===== config.mk =====
export PLATFORM = sky130hd
export DESIGN_NAME = enqueue_arbiter
export DESIGN_NICKNAME = d
export VERILOG_FILES = /design/src/rtl/enqueue_arbiter.sv
export SDC_FILE = /design/constraint.sdc
export NUM_CORES = 1
export LEC_CHECK = 0
export ABC_CLOCK_PERIOD_IN_PS = 1900
export CORE_ASPECT_RATIO = 1.5
export CORE_MARGIN = 2
export CORE_UTILIZATION = 41
export DETAILED_ROUTE_END_ITERATION = 16
export MAX_ROUTING_LAYER = met4
export PLACE_DENSITY = 0.79
export SETUP_SLACK_MARGIN = 0.15
export SLEW_MARGIN = 10
export SYNTH_ARGS = -nofsm -noshare
export SYNTH_HDL_FRONTEND = slang
export SYNTH_SLANG_ARGS = --single-unit

===== constraint.sdc =====
create_clock -name clk_10KHz -period 1.9 [get_ports clk_10KHz]
set_input_delay 0.38 -clock clk_10KHz [delete_from_list [all_inputs] [get_ports clk_10KHz]]
set_output_delay 0.38 -clock clk_10KHz [all_outputs]
set_load 0.01 [all_outputs]

===== src/rtl/enqueue_arbiter.sv =====
// Round-robin enqueue arbiter for two byte channels feeding a shared queue.
// Per-transfer FSM: one-cycle enqueue strobe, ack held until the producer releases, timeout guard.
module enqueue_arbiter #(
   parameter int DATA_W  = 8,
   parameter int DEPTH   = 8,
   parameter int LEN_W   = 8,
   parameter int TIMEOUT = 16,
   parameter int CNT_W   = 8
) (
   input  logic              clk_10KHz,
   input  logic              reset,
   input  logic              data_ready_a,
   input  logic [DATA_W-1:0] data_a,
   output logic              ack_a,
   input  logic              data_ready_b,
   input  logic [DATA_W-1:0] data_b,
   output logic              ack_b,
   input  logic [LEN_W-1:0]  len_in,
   output logic              enqueue_out,
   output logic [DATA_W-1:0] queue_data_out,
   output logic              owner_out,
   output logic              full_out,
   output logic              timeout_err,
   output logic [CNT_W-1:0]  count_a,
   output logic [CNT_W-1:0]  count_b
);

   localparam int TC_W = $clog2(TIMEOUT);
   localparam logic [TC_W-1:0] TC_LAST = TC_W'(TIMEOUT - 1);

   typedef enum logic {S_IDLE = 1'b0, S_HOLD = 1'b1} state_t;

   state_t             r_state;
   logic               r_enq;
   logic               r_ack_a;
   logic               r_ack_b;
   logic [DATA_W-1:0]  r_data;
   logic               r_owner;
   logic               r_terr;
   logic [CNT_W-1:0]   r_cnt_a;
   logic [CNT_W-1:0]   r_cnt_b;
   logic               r_blk_a;
   logic               r_blk_b;
   logic               r_rr;
   logic [TC_W-1:0]    r_tcnt;

   logic w_req_a;
   logic w_req_b;
   logic w_pick_b;
   logic w_grant;
   logic w_owner_ready;

   function automatic logic [CNT_W-1:0] sat_inc(input logic [CNT_W-1:0] c);
      return (c == {CNT_W{1'b1}}) ? c : c + CNT_W'(1);
   endfunction

   assign full_out      = (len_in >= LEN_W'(DEPTH));
   assign w_req_a       = data_ready_a & ~r_blk_a;
   assign w_req_b       = data_ready_b & ~r_blk_b;
   assign w_grant       = (w_req_a | w_req_b) & ~full_out;
   assign w_owner_ready = r_owner ? data_ready_b : data_ready_a;

   // Winner selection: r_rr == 1 means channel B is preferred on contention.
   always_comb begin
      w_pick_b = 1'b0;
      if (w_req_a && w_req_b) begin
         w_pick_b = r_rr;
      end else begin
         w_pick_b = w_req_b;
      end
   end

   // Transfer FSM with registered handshake outputs, counters and error flags.
   always_ff @(posedge clk_10KHz) begin
      if (!reset) begin
         r_state <= S_IDLE;
         r_enq   <= 1'b0;
         r_ack_a <= 1'b0;
         r_ack_b <= 1'b0;
         r_data  <= '0;
         r_owner <= 1'b0;
         r_terr  <= 1'b0;
         r_cnt_a <= '0;
         r_cnt_b <= '0;
         r_blk_a <= 1'b0;
         r_blk_b <= 1'b0;
         r_rr    <= 1'b0;
         r_tcnt  <= '0;
      end else begin
         r_enq <= 1'b0;
         if (!data_ready_a) r_blk_a <= 1'b0;
         if (!data_ready_b) r_blk_b <= 1'b0;
         case (r_state)
            S_IDLE: begin
               if (w_grant) begin
                  r_enq   <= 1'b1;
                  r_owner <= w_pick_b;
                  r_data  <= w_pick_b ? data_b : data_a;
                  r_ack_a <= ~w_pick_b;
                  r_ack_b <= w_pick_b;
                  r_rr    <= ~w_pick_b;
                  if (w_pick_b) r_cnt_b <= sat_inc(r_cnt_b);
                  else          r_cnt_a <= sat_inc(r_cnt_a);
                  r_tcnt  <= '0;
                  r_state <= S_HOLD;
               end
            end
            S_HOLD: begin
               if (!w_owner_ready) begin
                  r_ack_a <= 1'b0;
                  r_ack_b <= 1'b0;
                  r_state <= S_IDLE;
               end else if (r_tcnt == TC_LAST) begin
                  // Producer never released: block it until it drops data_ready once.
                  r_ack_a <= 1'b0;
                  r_ack_b <= 1'b0;
                  r_terr  <= 1'b1;
                  if (r_owner) r_blk_b <= 1'b1;
                  else         r_blk_a <= 1'b1;
                  r_state <= S_IDLE;
               end else begin
                  r_tcnt <= r_tcnt + TC_W'(1);
               end
            end
            default: begin
               r_ack_a <= 1'b0;
               r_ack_b <= 1'b0;
               r_state <= S_IDLE;
            end
         endcase
      end
   end

   assign enqueue_out    = r_enq;
   assign ack_a          = r_ack_a;
   assign ack_b          = r_ack_b;
   assign queue_data_out = r_data;
   assign owner_out      = r_owner;
   assign timeout_err    = r_terr;
   assign count_a        = r_cnt_a;
   assign count_b        = r_cnt_b;

endmodule


==> out/qor.csv, run 1 <==
stage,metric,value,unit
route,drc_errors,0,
grt,antenna_found_initial,0,
synthesis,synth_fp_nets,237,
floorplanning,core_area,4245,um2
timing,rsz0062_at_grt,yes,
synthesis,async_flop_share,0,%
floorplanning,io_pins,58,
timing,whs,458.2,ps
setup_path,start_kind,input pin,
synthesis,synth-seq-cells,37,
setup_path,setup.worst_path.end_class,flop,
power_and_ir_drop,swShare,23.52,%
grt,grt_pass1_wl,7962,um
floorplanning,die_y,85.84,um
synthesis,synth_ff_type,dfxtp_1,
setup_path,worstPathMaxFanout,4,
power_and_ir_drop,power_frac_seq,51.6,%
layout,num-fill-cells,337,
route,routed_wl,4714,um
route,wl_met3,242,um
route,drt-vias-per-instance,5.700,
floorplanning,die-area,5026,um2
synthesis,yosysUniqueCellTypes,41,
timing,fmax,551.1,MHz
floorplanning,rows,29,
cts,root_buffer,clkbuf_8,
layout,layout_commonest_cell,clkdlybuf4s50_1,
power_and_ir_drop,power_switching,357.7,uW
power_and_ir_drop,power,1521,uW
synthesis,avgSynthCellArea,8.886,um2
placement,hpwlAfterDp,3364,um
floorplanning,initial_core_util,43.12,%
setup_path,rrSetupSlack,140,ps
setup_path,required,2130,ps
synthesis,yosysSeqAreaShare,40.46,%
timing,final.period_utilization,95.51,%
timing,hold_viol,0,
cts,path_clk_slew,70,ps
setup_path,crit_top_cell,or4_4,
synthesis,syn_area,1831,um2
layout,mostFrequentLayoutCells,"clkdlybuf4s50_1, dfxtp_1, buf_4",
timing,setup_violations,0,
power_and_ir_drop,clkPwrFrac,37.1,%
power_and_ir_drop,powerDensity,541.7,nW/um2
timing,worstMarginPinSlew,387.3,ps
route,ant_nets,0,
timing,finalClockSkew,8.440,ps
layout,syn_to_final_growth,53.38,%
grt,grt_start_max_net_pins,23,
synthesis,yosysWarnings,0,
synthesis,synth-edff-count,0,
grt,grt_use_total,20.70,%
power_and_ir_drop,combinationalPowerShare,11.4,%
power_and_ir_drop,internal_power,1163,uW
layout,final_util,66.14,%
setup_path,arrival,2040,ps
route,wl_per_cell,13.99,um
setup_path,crit_type,input pin to flop,
route,drt-initial-drc-count,45,
power_and_ir_drop,ir_drop,0.0005189,V
layout,insertedDiodeCount,0,
cts,cts_buffer_depth,2,
outcome,status,"complete, no violations",
cts,clock_sinks,37,
setup_path,crit_chain,"buf_6, or4_4, a2111o_1, or4_4, a21oi_1",
cts,cts_tree,done,
route,vias,1921,
placement,port_buffers,54,
grt,grt_pass1_vias,1851,
layout,nNetsFinal,322,
setup_path,critPathSlowestCell,or4_4,
cts,clk_latency,290,ps
route,firstDrtPassIters,4,
cts,cts_inserted_buffers,5,
timing,max_slew_margin,74.15,%
cts,h-tree-depth,2,
layout,final_layout_size_suffix_gt1_share,21.99,%
route,top_layer,met4,
power_and_ir_drop,p_leak,0.001003,uW
synthesis,synthCells,206,
grt,grt_overflow,0,
timing,min_period,1815,ps
route,routed-wl-met2,2421,um
placement,place.gp.congestion,0.7925,
worst_hold_path,hold_path.class,flop to flop,
setup_path,worst-path-buf-inv,1,
job,cap_violations,0,
floorplanning,fp.dieW,58.56,um
timing,slew_viol_final,0,
route,wl_met1,1954,um
setup_path,worst_path_dominant_cell_family,simple AND/OR/NAND/NOR gates,
setup_path,cpPeakStageDelay,550,ps
## cell families (layout without fill, tap and decap cells)
kind of cell,Yosys count,after routing,share of synthesized area [%]
simple gates,85,85,25.63
compound gates,46,46,18.80
flops,37,37,40.46
buf+inv,19,104,4.306
mux,15,15,8.270
fa+ha+maj,3,3,2.051
xor+xnor,1,1,0.4786
## worst min-delay path, delay by kind of cell, from the launching register on
| family | cells | cell delay (ps) |
|---|---|---|
| AO/OA/AOI/OAI | 1 | 50 |
| AND/OR/NAND/NOR | 1 | 50 |
| flip-flops | 1 | 310 |
## cells in the mapped netlist, types with 2 or more instances
| cell type | number | area (um2) |
|---|---|---|
| nand2b_1 | 10 | 62.56 |
| o31ai_1 | 9 | 67.56 |
| nor4_1 | 4 | 25.02 |
| o311ai_0 | 2 | 17.52 |
| nand4_1 | 12 | 75.07 |
| buf_2 | 3 | 15.01 |
| a21oi_1 | 12 | 60.06 |
| clkbuf_1 | 8 | 30.03 |
| inv_1 | 4 | 15.01 |
| and2_1 | 2 | 12.51 |
| mux2i_1 | 14 | 140.1 |
| nor2_1 | 15 | 56.30 |
| o21ai_0 | 4 | 20.02 |
| nand2_1 | 16 | 60.06 |
| ha_1 | 3 | 37.54 |
| dfxtp_1 | 37 | 740.7 |
| or3_1 | 2 | 12.51 |
| nand3_1 | 9 | 45.04 |
| a211oi_1 | 9 | 67.56 |
| or4_1 | 5 | 37.54 |
| a2111o_1 | 2 | 22.52 |
| buf_1 | 2 | 7.510 |
| and4_1 | 4 | 35.03 |
## area by class of cell
class | instances | area (um2) | area share [%]
sequential | 37 | 740.7 | 26.38
inverter | 5 | 18.77 | 0.6684
timing repair buffer | 92 | 815.8 | 29.06
tap | 46 | 57.56 | 2.050
clock inverter | 1 | 7.507 | 0.2674
clock buffer | 6 | 82.58 | 2.941
multi-input combinational | 150 | 1085 | 38.64
## worst paths after layout
path,cells past startpoint,startpoint,to
setup / recovery,5,len_in[3],count_a[0]
hold / removal,2,ack_a,ack_a
setup reg to reg,4,r_blk_a,count_a[0]
hold reg to reg,2,ack_a,ack_a
## flip-flops by register name (all words and copies together), names as in the netlist
signal and flops:
ack_a 1, count_b 8, enqueue_out 1, r_rr 1
ack_b 1, r_tcnt 4, owner_out 1, r_blk_a 1
r_blk_b 1, r_state 1, timeout_err 1, count_a 8
queue_data_out 8
## metrics by stage
step | std cells | setup slack [ps] | area (um2) | TNS, ps
2_1_floorplan | 206 | -44.32 | 1884 | -59.54
3_3_place_gp | 321 | -424.1 | 2624 | -10610
3_5_place_dp | 321 | -458.2 | 2624 | -11220
4_1_cts | 333 | 49.95 | 2771 | 0
5_1_grt | 337 | 32.51 | 2808 | 0
6_report | 337 | 85.36 | 2808 | 0
## power by group through the flow
stage          combinational, uW  clock (uW)  sequential [uW]
2_1_floorplan               68.6           0              803
4_1_cts                      172         580              784
6_report                     173         564              784
3_3_place_gp                 165           0              802
3_5_place_dp                 167           0              802
5_1_grt                      188         606              785
## per-layer routing
metal,track usage (%),vias to the layer above
li1,-,948
met1,23.05,913
met2,35.24,53
met3,3.771,7
met4,9.091,0
met5,-,-
## repair_timing
item,4_1_cts,5_1_grt
resized for setup,25,4
pin swaps,6,5
setup buffers,5,4
setup endpoints to repair,35,26
hold buffers,0,0
gates cloned,0,0
Power figures use the tool's default switching activity.
==> run 2, diff against run 1 <==
- SKIP_LAST_GASP: default -> 1
==> results of run 2 <==
Final layout, timing and power as in run 1 (identical DEF).
==> run 3, diff against run 2 <==
- CORE_MARGIN: 2 -> default
==> out/qor.csv, run 3 (same netlist as run 1, synthesis figures left out) <==
stage,metric,value,unit
grt,grt_start_max_net_pins,23,
layout,final_util,68.73,%
timing,hold_viol,0,
cts,root_buffer,clkbuf_8,
cts,cts-hold-fix-buffers,0,
route,vias,1967,
floorplanning,rows,29,
setup_path,crit_type,input pin to flop,
worst_hold_path,hp-start,ack_a,
setup_path,rrSetupSlack,160,ps
layout,nNetsFinal,322,
placement,hpwlAfterDp,3464,um
setup_path,start_kind,input pin,
setup_path,cpPeakStageDelay,550,ps
timing,finalClockSkew,5.645,ps
worst_hold_path,min_to,ack_a,
layout,syn_to_final_growth,59.40,%
power_and_ir_drop,p_leak,0.001045,uW
setup_path,worst_path_dominant_cell_family,simple AND/OR/NAND/NOR gates,
cts,cts_inserted_buffers,5,
worst_hold_path,hold_path.class,flop to flop,
timing,fmax,543.5,MHz
timing,final.period_utilization,96.83,%
route,ant_nets,0,
layout,num-fill-cells,322,
job,cap_violations,0,
timing,worstMarginPinSlew,399.6,ps
cts,cts_tree,done,
floorplanning,initial_core_util,43.12,%
grt,grt_use_total,23.08,%
timing,max_slew_margin,73.36,%
setup_path,worst-path-buf-inv,1,
timing,whs,470.7,ps
setup_path,setup.worst_path.end_class,flop,
layout,final_layout_size_suffix_gt1_share,25.68,%
route,drc_errors,0,
grt,antenna_found_initial,0,
worst_hold_path,holdPathStages,2,
setup_path,reg2reg_from,count_a[0],
floorplanning,die_y,83.84,um
layout,insertedDiodeCount,0,
power_and_ir_drop,powerDensity,542.4,nW/um2
route,firstDrtPassIters,4,
setup_path,crit_chain,"buf_6, or4_4, a2111o_1, or4_1, a21oi_1",
cts,path_clk_slew,70,ps
placement,port_buffers,54,
route,drt-vias-per-instance,5.820,
cts,cts_buffer_depth,2,
layout,mostFrequentLayoutCells,"clkdlybuf4s50_1, dfxtp_1, buf_4",
floorplanning,io_pins,58,
route,wl_per_cell,15.55,um
route,drt-initial-drc-count,46,
setup_path,required,2120,ps
setup_path,arrival,2060,ps
cts,clk_latency,290,ps
placement,place.gp.congestion,0.7784,
grt,grt_overflow,0,
cts,clock_sinks,37,
setup_path,critPathSlowestCell,or4_4,
grt,grt_pass1_vias,1898,
power_and_ir_drop,ir_drop,0.0004586,V
timing,rsz0062_at_grt,yes,
floorplanning,core_area,4245,um2
layout,layout_commonest_cell,clkdlybuf4s50_1,
timing,min_period,1840,ps
timing,setup_violations,0,
floorplanning,fp.dieW,56.56,um
setup_path,worstPathMaxFanout,3,
cts,h-tree-depth,2,
timing,slew_viol_final,0,
route,routed_wl,5257,um
outcome,status,"complete, no violations",
setup_path,reg2reg_to,count_a[0],
grt,grt_pass1_wl,8542,um
setup_path,r2r_cells,4,
floorplanning,die-area,4741,um2
-- run 3: cell types whose count changed in the layout (fill, tap and decap cells not counted), sizes merged --
cell / before / now
dlygate4sd2: 4 / 2
clkbuf: 6 / 7
clkinv: 1 / 2
dlymetal6s2s: 0 / 1
buf: 41 / 42
clkinvlp: 1 / 0
-- run 3: metal layers --
metal	vias to the layer above	GRT usage [%]	share of wire, %
met4	0	7.317	0.76
met2	66	40.75	54
met3	4	3.876	4.9
li1	949	-	-
met1	948	25.97	40
met5	-	-	0
-- run 3: cell type report --
| type | count | area, um2 | area share, % |
|---|---|---|---|
| clock inverters | 1 | 5.005 | 0.1715 |
| clock buffers | 7 | 96.34 | 3.302 |
| well taps | 46 | 57.56 | 1.973 |
| flip-flops and latches | 37 | 742.0 | 25.43 |
| multi-input cells | 150 | 1149 | 39.37 |
| inverters | 5 | 18.77 | 0.6432 |
| repair buffers | 92 | 849.6 | 29.12 |
-- run 3: worst max path at each step --
| stage | startpoint | cells past startpoint | end | slack, ps |
|---|---|---|---|---|
| after floorplan | len_in[6] | 5 | count_a[0] | -40 |
| after global placement | len_in[6] | 5 | count_a[0] | -450 |
| after detailed placement | len_in[6] | 5 | count_a[0] | -470 |
| after CTS | len_in[3] | 5 | count_a[0] | 30 |
| after global routing | len_in[6] | 5 | count_a[0] | 20 |
| final | len_in[6] | 5 | count_a[0] | 60 |
-- run 3: worst min-delay path, stage by stage (launching register included) --
cell	delay, ps
dfxtp_1	320
nand2_1	50
o21ai_0	60
-- run 3: repair_timing --
action	4_1_cts	5_1_grt
endpoints found under the setup margin	35	29
setup buffers	8	2
pin swaps	7	8
resized for setup	33	15
cloned	1	1
-- run 3: stage by stage --
step / instances / setup slack [ps] / TNS (ps) / total power, uW / area [um2]
finish: 338 / 60.14 / 0 / 1583 / 2918
global route: 338 / 23.93 / 0 / 1644 / 2918
CTS: 335 / 30.81 / 0 / 1580 / 2851
detailed placement: 318 / -465.4 / -11950 / 970.6 / 2614
global placement: 318 / -451.9 / -10570 / 968.4 / 2614
floorplan: 206 / -44.32 / -59.54 / 871.8 / 1884
-- run 3: power breakdown --
part | internal, uW | total (uW) | switching [uW]
sequential | 780 | 784 | 4.10
combinational | 106 | 193 | 87.4
clock | 328 | 605 | 278
